**config.mk**
```make
export PLATFORM = sky130hd
export DESIGN_NAME = vga_pattern_module
export DESIGN_NICKNAME = d
export VERILOG_FILES = /design/src/rtl/vga_pattern_module.sv
export SDC_FILE = /design/constraint.sdc
export NUM_CORES = 1
export LEC_CHECK = 0
export ABC_CLOCK_PERIOD_IN_PS = 3300
export BUFFER_PORTS_ARGS = -buffer_cell sky130_fd_sc_hd__buf_2
export CAP_MARGIN = 20
export CORE_MARGIN = 5
export CORE_UTILIZATION = 50
export CTS_CLUSTER_SIZE = 10
export DETAILED_ROUTE_END_ITERATION = 16
export GPL_TIMING_DRIVEN = 0
export PLACE_DENSITY_LB_ADDON = 0.25
export RECOVER_POWER = 50
export REMOVE_ABC_BUFFERS = 1
export SLEW_MARGIN = 20
export SYNTH_ARGS = -nofsm -noshare
export SYNTH_HDL_FRONTEND = slang
export SYNTH_SLANG_ARGS = --single-unit
```
**constraint.sdc**
```tcl
create_clock -name vga_clk -period 3.3 [get_ports vga_clk]
set_clock_uncertainty 0.2 [all_clocks]
set_input_delay 0.165 -clock vga_clk [delete_from_list [all_inputs] [get_ports vga_clk]]
set_output_delay 0.165 -clock vga_clk [all_outputs]
set_load 0.02 [all_outputs]
```
**src/rtl/vga_pattern_module.sv**
```systemverilog
// ============================================================================
//  Module      : vga_pattern_module
//  Description : RGB565 test-pattern stage for the 800x600 VGA timing chain.
//                Two-stage pipeline with syncs delayed to match.
//  Revision    : 1.0  initial release
// ============================================================================
`default_nettype none

module vga_pattern_module #(
    parameter int H_ACTIVE        = 800,
    parameter int V_ACTIVE        = 600,
    parameter int BOX_SIZE        = 64,
    parameter int BOX_STEP        = 4,
    parameter int FRAMES_PER_MODE = 120
) (
    input  logic        vga_clk,
    input  logic        rst,
    input  logic        Ready_Sig,
    input  logic [10:0] Column_Addr_Sig,
    input  logic [10:0] Row_Addr_Sig,
    input  logic        HSYNC_Sig,
    input  logic        VSYNC_Sig,
    input  logic [1:0]  Mode_Sel,
    output logic [4:0]  Red_Sig,
    output logic [5:0]  Green_Sig,
    output logic [4:0]  Blue_Sig,
    output logic        HSYNC_Out,
    output logic        VSYNC_Out,
    output logic        Frame_Start
);

    localparam int CNT_W = (FRAMES_PER_MODE > 2) ? $clog2(FRAMES_PER_MODE) : 1;

    localparam logic [CNT_W-1:0] c_cnt_last = CNT_W'(FRAMES_PER_MODE - 1);
    localparam logic [11:0]      c_x_max    = 12'(H_ACTIVE - BOX_SIZE);
    localparam logic [11:0]      c_y_max    = 12'(V_ACTIVE - BOX_SIZE);
    localparam logic [11:0]      c_step     = 12'(BOX_STEP);
    localparam logic [11:0]      c_box      = 12'(BOX_SIZE);

    localparam logic [15:0] c_white   = 16'hFFFF;
    localparam logic [15:0] c_yellow  = 16'hFFE0;
    localparam logic [15:0] c_cyan    = 16'h07FF;
    localparam logic [15:0] c_green   = 16'h07E0;
    localparam logic [15:0] c_magenta = 16'hF81F;
    localparam logic [15:0] c_red     = 16'hF800;
    localparam logic [15:0] c_blue    = 16'h001F;
    localparam logic [15:0] c_black   = 16'h0000;

    typedef enum logic [1:0] {
        ST_BARS  = 2'd0,
        ST_CHECK = 2'd1,
        ST_BOX   = 2'd2
    } state_t;

    state_t             r_state, w_state_nxt;
    logic [CNT_W-1:0]   r_frame_cnt, w_frame_cnt_nxt;
    logic [1:0]         r_pattern, w_pattern_nxt;
    logic [1:0]         r_mode_prev;

    logic [10:0]        r_box_x, r_box_y, w_box_x_nxt, w_box_y_nxt;
    logic               r_dir_left, r_dir_up, w_dir_left_nxt, w_dir_up_nxt;

    logic [10:0]        r_col1, r_row1;
    logic               r_ready1, r_hs1, r_vs1;
    logic [15:0]        r_rgb2;
    logic               r_hs2, r_vs2, r_frame_start;

    logic               w_frame_start;
    logic [11:0]        w_bx, w_by, w_col, w_row;
    logic [2:0]         w_bar_idx;
    logic [15:0]        w_bar_rgb, w_chk_rgb, w_box_rgb, w_rgb;

    assign w_frame_start = Ready_Sig && (Column_Addr_Sig == 11'd0) && (Row_Addr_Sig == 11'd0);

    // Pattern selection and auto-cycle sequencing, evaluated only at frame start
    always_ff @(posedge vga_clk) begin
        if (rst) begin
            r_state     <= ST_BARS;
            r_frame_cnt <= '0;
            r_pattern   <= 2'd0;
            r_mode_prev <= 2'd0;
        end else begin
            r_state     <= w_state_nxt;
            r_frame_cnt <= w_frame_cnt_nxt;
            r_pattern   <= w_pattern_nxt;
            if (w_frame_start) begin
                r_mode_prev <= Mode_Sel;
            end
        end
    end

    always_comb begin
        w_state_nxt     = r_state;
        w_frame_cnt_nxt = r_frame_cnt;
        w_pattern_nxt   = r_pattern;
        if (w_frame_start) begin
            if (Mode_Sel == 2'd3) begin
                if (r_mode_prev != 2'd3) begin
                    w_state_nxt     = ST_BARS;
                    w_frame_cnt_nxt = '0;
                end else if (r_frame_cnt == c_cnt_last) begin
                    w_frame_cnt_nxt = '0;
                    case (r_state)
                        ST_BARS:  w_state_nxt = ST_CHECK;
                        ST_CHECK: w_state_nxt = ST_BOX;
                        default:  w_state_nxt = ST_BARS;
                    endcase
                end else begin
                    w_frame_cnt_nxt = r_frame_cnt + CNT_W'(1);
                end
                w_pattern_nxt = w_state_nxt;
            end else begin
                w_pattern_nxt = Mode_Sel;
            end
        end
    end

    // Box motion: 12-bit compares so position arithmetic never wraps
    assign w_bx = {1'b0, r_box_x};
    assign w_by = {1'b0, r_box_y};

    always_comb begin
        w_box_x_nxt    = r_box_x;
        w_dir_left_nxt = r_dir_left;
        if (!r_dir_left) begin
            if (w_bx + c_step >= c_x_max) begin
                w_box_x_nxt    = c_x_max[10:0];
                w_dir_left_nxt = 1'b1;
            end else begin
                w_box_x_nxt = r_box_x + c_step[10:0];
            end
        end else begin
            if (w_bx <= c_step) begin
                w_box_x_nxt    = 11'd0;
                w_dir_left_nxt = 1'b0;
            end else begin
                w_box_x_nxt = r_box_x - c_step[10:0];
            end
        end
    end

    always_comb begin
        w_box_y_nxt  = r_box_y;
        w_dir_up_nxt = r_dir_up;
        if (!r_dir_up) begin
            if (w_by + c_step >= c_y_max) begin
                w_box_y_nxt  = c_y_max[10:0];
                w_dir_up_nxt = 1'b1;
            end else begin
                w_box_y_nxt = r_box_y + c_step[10:0];
            end
        end else begin
            if (w_by <= c_step) begin
                w_box_y_nxt  = 11'd0;
                w_dir_up_nxt = 1'b0;
            end else begin
                w_box_y_nxt = r_box_y - c_step[10:0];
            end
        end
    end

    always_ff @(posedge vga_clk) begin
        if (rst) begin
            r_box_x    <= 11'd0;
            r_box_y    <= 11'd0;
            r_dir_left <= 1'b0;
            r_dir_up   <= 1'b0;
        end else if (w_frame_start) begin
            r_box_x    <= w_box_x_nxt;
            r_box_y    <= w_box_y_nxt;
            r_dir_left <= w_dir_left_nxt;
            r_dir_up   <= w_dir_up_nxt;
        end
    end

    // Stage 1: capture addresses and syncs
    always_ff @(posedge vga_clk) begin
        if (rst) begin
            r_col1        <= 11'd0;
            r_row1        <= 11'd0;
            r_ready1      <= 1'b0;
            r_hs1         <= 1'b0;
            r_vs1         <= 1'b0;
            r_frame_start <= 1'b0;
        end else begin
            r_col1        <= Column_Addr_Sig;
            r_row1        <= Row_Addr_Sig;
            r_ready1      <= Ready_Sig;
            r_hs1         <= HSYNC_Sig;
            r_vs1         <= VSYNC_Sig;
            r_frame_start <= w_frame_start;
        end
    end

    // Bar index = column/100 via compare chain
    always_comb begin
        if      (r_col1 < 11'd100) w_bar_idx = 3'd0;
        else if (r_col1 < 11'd200) w_bar_idx = 3'd1;
        else if (r_col1 < 11'd300) w_bar_idx = 3'd2;
        else if (r_col1 < 11'd400) w_bar_idx = 3'd3;
        else if (r_col1 < 11'd500) w_bar_idx = 3'd4;
        else if (r_col1 < 11'd600) w_bar_idx = 3'd5;
        else if (r_col1 < 11'd700) w_bar_idx = 3'd6;
        else                       w_bar_idx = 3'd7;
    end

    always_comb begin
        case (w_bar_idx)
            3'd0:    w_bar_rgb = c_white;
            3'd1:    w_bar_rgb = c_yellow;
            3'd2:    w_bar_rgb = c_cyan;
            3'd3:    w_bar_rgb = c_green;
            3'd4:    w_bar_rgb = c_magenta;
            3'd5:    w_bar_rgb = c_red;
            3'd6:    w_bar_rgb = c_blue;
            default: w_bar_rgb = c_black;
        endcase
    end

    assign w_col     = {1'b0, r_col1};
    assign w_row     = {1'b0, r_row1};
    assign w_chk_rgb = (r_col1[5] ^ r_row1[5]) ? c_black : c_white;
    assign w_box_rgb = ((w_col >= w_bx) && (w_col < w_bx + c_box) &&
                        (w_row >= w_by) && (w_row < w_by + c_box)) ? c_white : c_blue;

    always_comb begin
        case (r_pattern)
            2'd0:    w_rgb = w_bar_rgb;
            2'd1:    w_rgb = w_chk_rgb;
            default: w_rgb = w_box_rgb;
        endcase
    end

    // Stage 2: blank outside the visible area
    always_ff @(posedge vga_clk) begin
        if (rst) begin
            r_rgb2 <= 16'd0;
            r_hs2  <= 1'b0;
            r_vs2  <= 1'b0;
        end else begin
            r_rgb2 <= r_ready1 ? w_rgb : 16'd0;
            r_hs2  <= r_hs1;
            r_vs2  <= r_vs1;
        end
    end

    assign Red_Sig     = r_rgb2[15:11];
    assign Green_Sig   = r_rgb2[10:5];
    assign Blue_Sig    = r_rgb2[4:0];
    assign HSYNC_Out   = r_hs2;
    assign VSYNC_Out   = r_vs2;
    assign Frame_Start = r_frame_start;

endmodule

`default_nettype wire

```
Word level (Yosys, flattened, before mapping)
Index checks and enable logic that the tools add are counted.
{"block": "word_totals", "reg_bits": 81, "input_bits": 29, "output_inout_bits": 19}
{"block": "classes", "add_sub_neg": 9, "n_lt_le_gt_ge": 15, "n_eq_ne": 11, "n_mux": 29, "bitwise_logic": 2, "reduce_logical": 12}
{"op": "one-hot mux 16 bit (7 select lines)", "n": 1}
{"op": "2-to-1 mux 11 bit", "n": 6}
{"op": "less-than comparator 11 x 9 -> 1 bit (second input constant)", "n": 3}
{"op": "2-to-1 mux 16 bit", "n": 2}
{"op": "one-hot mux 16 bit (2 select lines)", "n": 1}
{"op": "adder 11 x 3 -> 12 bit (second input constant)", "n": 2}
{"op": "adder 11 x 7 -> 12 bit (second input constant)", "n": 2}
{"op": ">= comparator 12 x 10 -> 1 bit (second input constant)", "n": 2}
{"op": "less-than comparator 11 x 12 -> 1 bit", "n": 2}
{"op": "adder 11 x 3 -> 11 bit (second input constant)", "n": 2}
{"op": ">= comparator 11 bit", "n": 2}
{"op": "<= comparator 11 x 3 -> 1 bit (second input constant)", "n": 2}
{"op": "zero test 11 bit", "n": 2}
{"op": "less-than comparator 11 x 10 -> 1 bit (second input constant)", "n": 2}
{"op": "subtractor 11 x 3 -> 11 bit (second input constant)", "n": 2}
{"op": "2-to-1 mux 7 bit", "n": 2}
{"op": "2-to-1 mux 3 bit", "n": 4}
{"op": "less-than comparator 11 x 7 -> 1 bit (second input constant)", "n": 1}
{"op": "less-than comparator 11 x 8 -> 1 bit (second input constant)", "n": 1}
{"op": "2-to-1 mux 2 bit", "n": 5}
{"op": "== test 3 bit (second input constant)", "n": 3}
{"op": "adder 7 x 1 -> 7 bit (second input constant)", "n": 1}
{"op": "== test 7 bit (second input constant)", "n": 1}
{"op": "2-to-1 mux 1 bit", "n": 7}
{"op": "13 further kinds", "n": 20}

Depth between registers and ports, before layout
{"block": "logic_depth", "ltp_word": 11, "ltp_mapped": 11, "mapped_depth_nobuf": 10}

Worst setup path before layout
No wires, ideal clock.
{"block": "synth_timing", "path_kind": "register -> register", "startpoint": "register r_box_y[6]", "endpoint": "register r_rgb2[14]", "setup_ns": 0.101, "t_arrival_ns": 2.362, "setup_slack_ns": 0.637, "path_stages_with_launch": 10, "n_path_buf": 1, "period_less_slack_ns": 2.663, "path_cell_list": "dfxtp_1 > buf_2 > clkinv_1 > ha_1 > inv_1 > ha_1 > a2111oi_0 > a31oi_1 > or4b_2 > o41ai_1"}
{"block": "synth_via", "elab_chain_cells": 5}
{"item": "from (decl)", "line_no": "60", "source": "logic [10:0] r_box_x, r_box_y, w_box_x_nxt, w_box_y_nxt;"}
{"item": "from (signal assigned)", "line_no": "170", "source": "r_box_y <= w_box_y_nxt;"}
{"item": "adder 11 x 7 -> 12 bit or >= comparator 11 bit (tied branches)", "line_no": "224", "source": "(w_row >= w_by) && (w_row < w_by + c_box)) ? c_white : c_blue;"}
{"item": "less-than comparator 11 x 12 -> 1 bit or logical AND 1 bit (tied branches)", "line_no": "224, 223"}
{"item": "logical AND 1 bit (*)", "line_no": "224"}
{"item": "2-to-1 mux 16 bit (*)", "line_no": "224"}
{"item": "one-hot mux 16 bit (2 select lines) (*)", "line_no": "227", "source": "case (r_pattern)"}
{"item": "to (signal assigned)", "line_no": "241", "source": "r_rgb2 <= r_ready1 ? w_rgb : 16'd0;"}
{"item": "to (decl)", "line_no": "65", "source": "logic [15:0] r_rgb2;"}
Every way passes the cells marked *; elsewhere a longest branch is shown, timed or not.
A chain may end at the register's enable or synchronous reset.

Worst setup path after layout
{"block": "layout_timing", "startpoint": "register r_box_y[7]", "endpoint": "register r_rgb2[10]"}
Same word-level chain as after synthesis.

==> run summary <==
* 26.99% — relative max-transition margin
* 242.6 uV — worst vdd ir
* 9 — CTS Buf Count
* 50.75% — starting density of the core
* 0.1672 ns — worst hold-check slack
* 0 — Max Slew Vio Count
* 627 — Cell Count Post-Placement
* register — category of the worst setup path capture point
* 47 — count of input and output buffers
* 4128 sq um — Syn Std Cell Area
* 3.29 ns — required time of the worst setup path
* sky130_fd_sc_hd__or4b_2 — slowest CP cell
* 29.10% — top-area cell type share of the netlist area
* 0 — Yosys warning count
* done — CTS tree
* 0 — Buf+Inv Stages, Crit Path
* 0 — DR DRC count
* finished clean — result of the run
* 4287 sq um — cell area reported after detailed placement
* ha_1 > and3_1 > xnor2_1 > ha_1 > a2111oi_0 > a31oi_1 > or4b_2 > o31ai_1 — cell breakdown of the critical path
* 666 — number of standard cells in the final layout excluding fillers
* 3.087 ns — Tmin final
* 0.001843 uW — Static Leak
* 0 — total overflow reported by the global router
* 100.9 microns — die height
* 0 — final setup fails
* 60 — clock net sink count
* sky130_fd_sc_hd__clkbuf_8 — root buf cell
* primary input to register — class of the most critical hold timing path
* sky130_fd_sc_hd__dfxtp_1 — top-count cell post-synth
* 29.10% — sequential area share after synthesis
* 1.095 ns — transition at the pin with the smallest max-transition slack
* 21.40% — GRT Total Usage
* 0 — number of violations of the max-capacitance limit
* 0 ns — Final TNS setup
* 3.08 ns — arrival time of the worst setup path
* 2 — number of buffers on the longest clock path
* 0 — initial antenna violation count
* sky130_fd_sc_hd__ha_1 — Most Frequent Cell on Critical Path
* 0.1200 ns — placement-stage worst setup slack
* false — unrepaired setup endpoints after global routing
* 3945 — vias after detailed routing
* 625 — Total Nets Final
* 717 — Filler Cell Count
* 10 — Worst Path Max Fanout
* 0.07 ns — clock transition at the registers of the reported paths
* 33 — floorplan row count
* 10440 microns — total routed wirelength
* 5 — number of detailed-routing iterations run before antenna repair
* 0 — number of antenna cells inserted
* 514 — cell count after synthesis
* 207 — First DRT Iteration DRCs
* register to register — category of the most critical setup path
* 0.2128 ns — final setup slack of the worst path
* 49 — largest net degree at the start of global routing
* 3 — depth of the CTS H-tree
* 0.72 ns — CP peak stage delay
* 48 — Top-Level Pins
* 93.55% — share of the clock period used by the worst path
* 0 — hold violation count in the final report
* sky130_fd_sc_hd__dfxtp_1, sky130_fd_sc_hd__a21oi_1, sky130_fd_sc_hd__ha_1, sky130_fd_sc_hd__nor2_1, sky130_fd_sc_hd__nand2_1 — cell types with the highest counts after synthesis
* 15.13% — area growth from synthesis to layout
* 60 — flip-flop and latch count after synthesis
* 0% — proportion of synthesized flip-flops having asynchronous set or reset
* 8134 sq um — core area
* 0.9171 — Final Wtd Congestion
* 10170 sq um — Die Footprint
* simple AND/OR/NAND/NOR gates — CP delay by family, top
* sky130_fd_sc_hd__dfxtp_1 — most used flip-flop cell after synthesis
* 100.9 microns — Die Span X
* 17510 microns — wire length of the first global-routing pass
* 0.34 ns — clock network latency to the later pin of the worst-skew pair
* 10.70% — proportion of layout cells with a drive suffix above 1
* 15.67 microns — average wire per standard cell
* 8.031 sq um — syn_area_per_cell
* sky130_fd_sc_hd__dfxtp_1, sky130_fd_sc_hd__ha_1, sky130_fd_sc_hd__a21oi_1 — main area contributors after synthesis
* register — Setup crit start kind
* 63 — number of distinct library cells after synthesis
* sky130_fd_sc_hd__dfxtp_1 — cell type with the highest aggregate area in the netlist
* 0 — setup repair bufs after CTS
* 373.0 nW/um^2 — Pwr Density
* 4752 sq um — finished layout cell area
* 3748 — number of global-route vias before repair
* 7061 microns — hpwl dp
* 323.9 MHz — maximum clock rate
* 0 — DRT antenna net count
* 5.923 — per-cell via count in the routed design
* 0 — count of flip-flops with a built-in enable after synthesis
-- logic make-up (layout without fill, tap and decap cells) --
logic type | count (synthesis) | count (layout) | share of synthesized area (%)
flops | 60 | 60 | 29.10
fa+ha+maj | 40 | 40 | 12.12
mux | 2 | 2 | 0.4850
simple gates | 187 | 187 | 24.25
buf+inv | 66 | 113 | 7.730
xor+xnor | 19 | 19 | 4.032
compound gates | 140 | 140 | 22.28
-- power breakdown --
part | total [uW] | leakage (uW) | internal (uW) | switching [uW]
combinational | 168 | 0.00123 | 82.9 | 85.0
sequential | 763 | 0.000490 | 741 | 21.5
clock | 842 | 0.000127 | 542 | 299
total | 1770 | 0.00184 | 1370 | 406
-- flip-flops by register name (all words and copies together), names as in the netlist, 2 cells and up --
register / cells
r_rgb2: 3
r_box_y: 9
r_col1: 9
r_mode_prev: 2
r_state: 2
r_row1: 9
r_pattern: 2
r_box_x: 9
r_frame_cnt: 7
-- metal layers --
layer  share of wire (%)  vias to the layer above  global-route usage (%)
met5                   0                        -                       0
met4                 1.7                        0                   7.565
met3                 5.9                       16                   3.806
met2                  48                      143                   35.70
met1                  45                     1818                   27.69
li1                    -                     1968                       -
-- final cells by class --
class | instances | area [sq um] | area share [%]
clock inverter | 4 | 95.09 | 2.001
tap | 105 | 131.4 | 2.765
multi-input combinational | 388 | 2610 | 54.92
sequential | 60 | 1202 | 25.30
inverter | 26 | 101.3 | 2.133
timing repair buffer | 71 | 456.7 | 9.610
clock buffer | 12 | 155.1 | 3.265
-- cells in the final DEF, fill, tap and decap left out, types with 3 or more instances in the layout --
cell type and n:
sky130_fd_sc_hd__dlygate4sd3_1 23, sky130_fd_sc_hd__o221ai_1 4, sky130_fd_sc_hd__clkbuf_8 11, sky130_fd_sc_hd__o21ai_0 28
sky130_fd_sc_hd__and4_1 3, sky130_fd_sc_hd__nand4_1 10, sky130_fd_sc_hd__or4_1 3, sky130_fd_sc_hd__clkbuf_1 17
sky130_fd_sc_hd__buf_2 31, sky130_fd_sc_hd__a211oi_1 4, sky130_fd_sc_hd__nor2_1 33, sky130_fd_sc_hd__xor2_1 4
sky130_fd_sc_hd__xnor2_1 15, sky130_fd_sc_hd__nor2b_1 27, sky130_fd_sc_hd__o221a_2 3, sky130_fd_sc_hd__o22ai_1 3
sky130_fd_sc_hd__a311oi_1 3, sky130_fd_sc_hd__nand3_1 18, sky130_fd_sc_hd__bufinv_16 3, sky130_fd_sc_hd__nor3_1 16
sky130_fd_sc_hd__a21o_1 5, sky130_fd_sc_hd__nor3b_1 3, sky130_fd_sc_hd__nand2_1 32, sky130_fd_sc_hd__o21a_1 5
sky130_fd_sc_hd__o31a_1 4, sky130_fd_sc_hd__inv_1 24, sky130_fd_sc_hd__and3_1 10, sky130_fd_sc_hd__dfxtp_1 59
sky130_fd_sc_hd__a21oi_1 40, sky130_fd_sc_hd__or3_1 5, sky130_fd_sc_hd__nor4_1 15, sky130_fd_sc_hd__a31oi_1 15
sky130_fd_sc_hd__ha_1 40
-- final timing paths --
path	from	to	slack, ns	cells past startpoint
min reg2reg	r_hs1	HSYNC_Out	0.26	1
max reg2reg	r_box_y[7]	r_rgb2[10]	0.21	8
min	Row_Addr_Sig[1]	r_mode_prev[0]	0.17	6
max	r_box_y[7]	r_rgb2[10]	0.21	8
-- through the flow --
stage	power, uW	utilization, %
finish	1772	58.42
global route	1847	58.42
CTS	1785	58.61
detailed placement	924.3	52.70
global placement	919.6	52.53
floorplan	861.9	-
-- worst min-delay path, delay by kind of cell --
kind	cells	cell delay [ns]
AND/OR/NAND/NOR	4	0.36
buffers and inverters	1	0.07
AO/OA/AOI/OAI	1	0.05
-- repair_timing --
action | 4_1_cts | 5_1_grt
gates resized for setup | 0 | 2
endpoints found under the hold margin | 25 | 0
setup endpoints to repair | 0 | 2
hold buffers | 23 | 0
No activity file was read; power rests on OpenSTA's default activity.
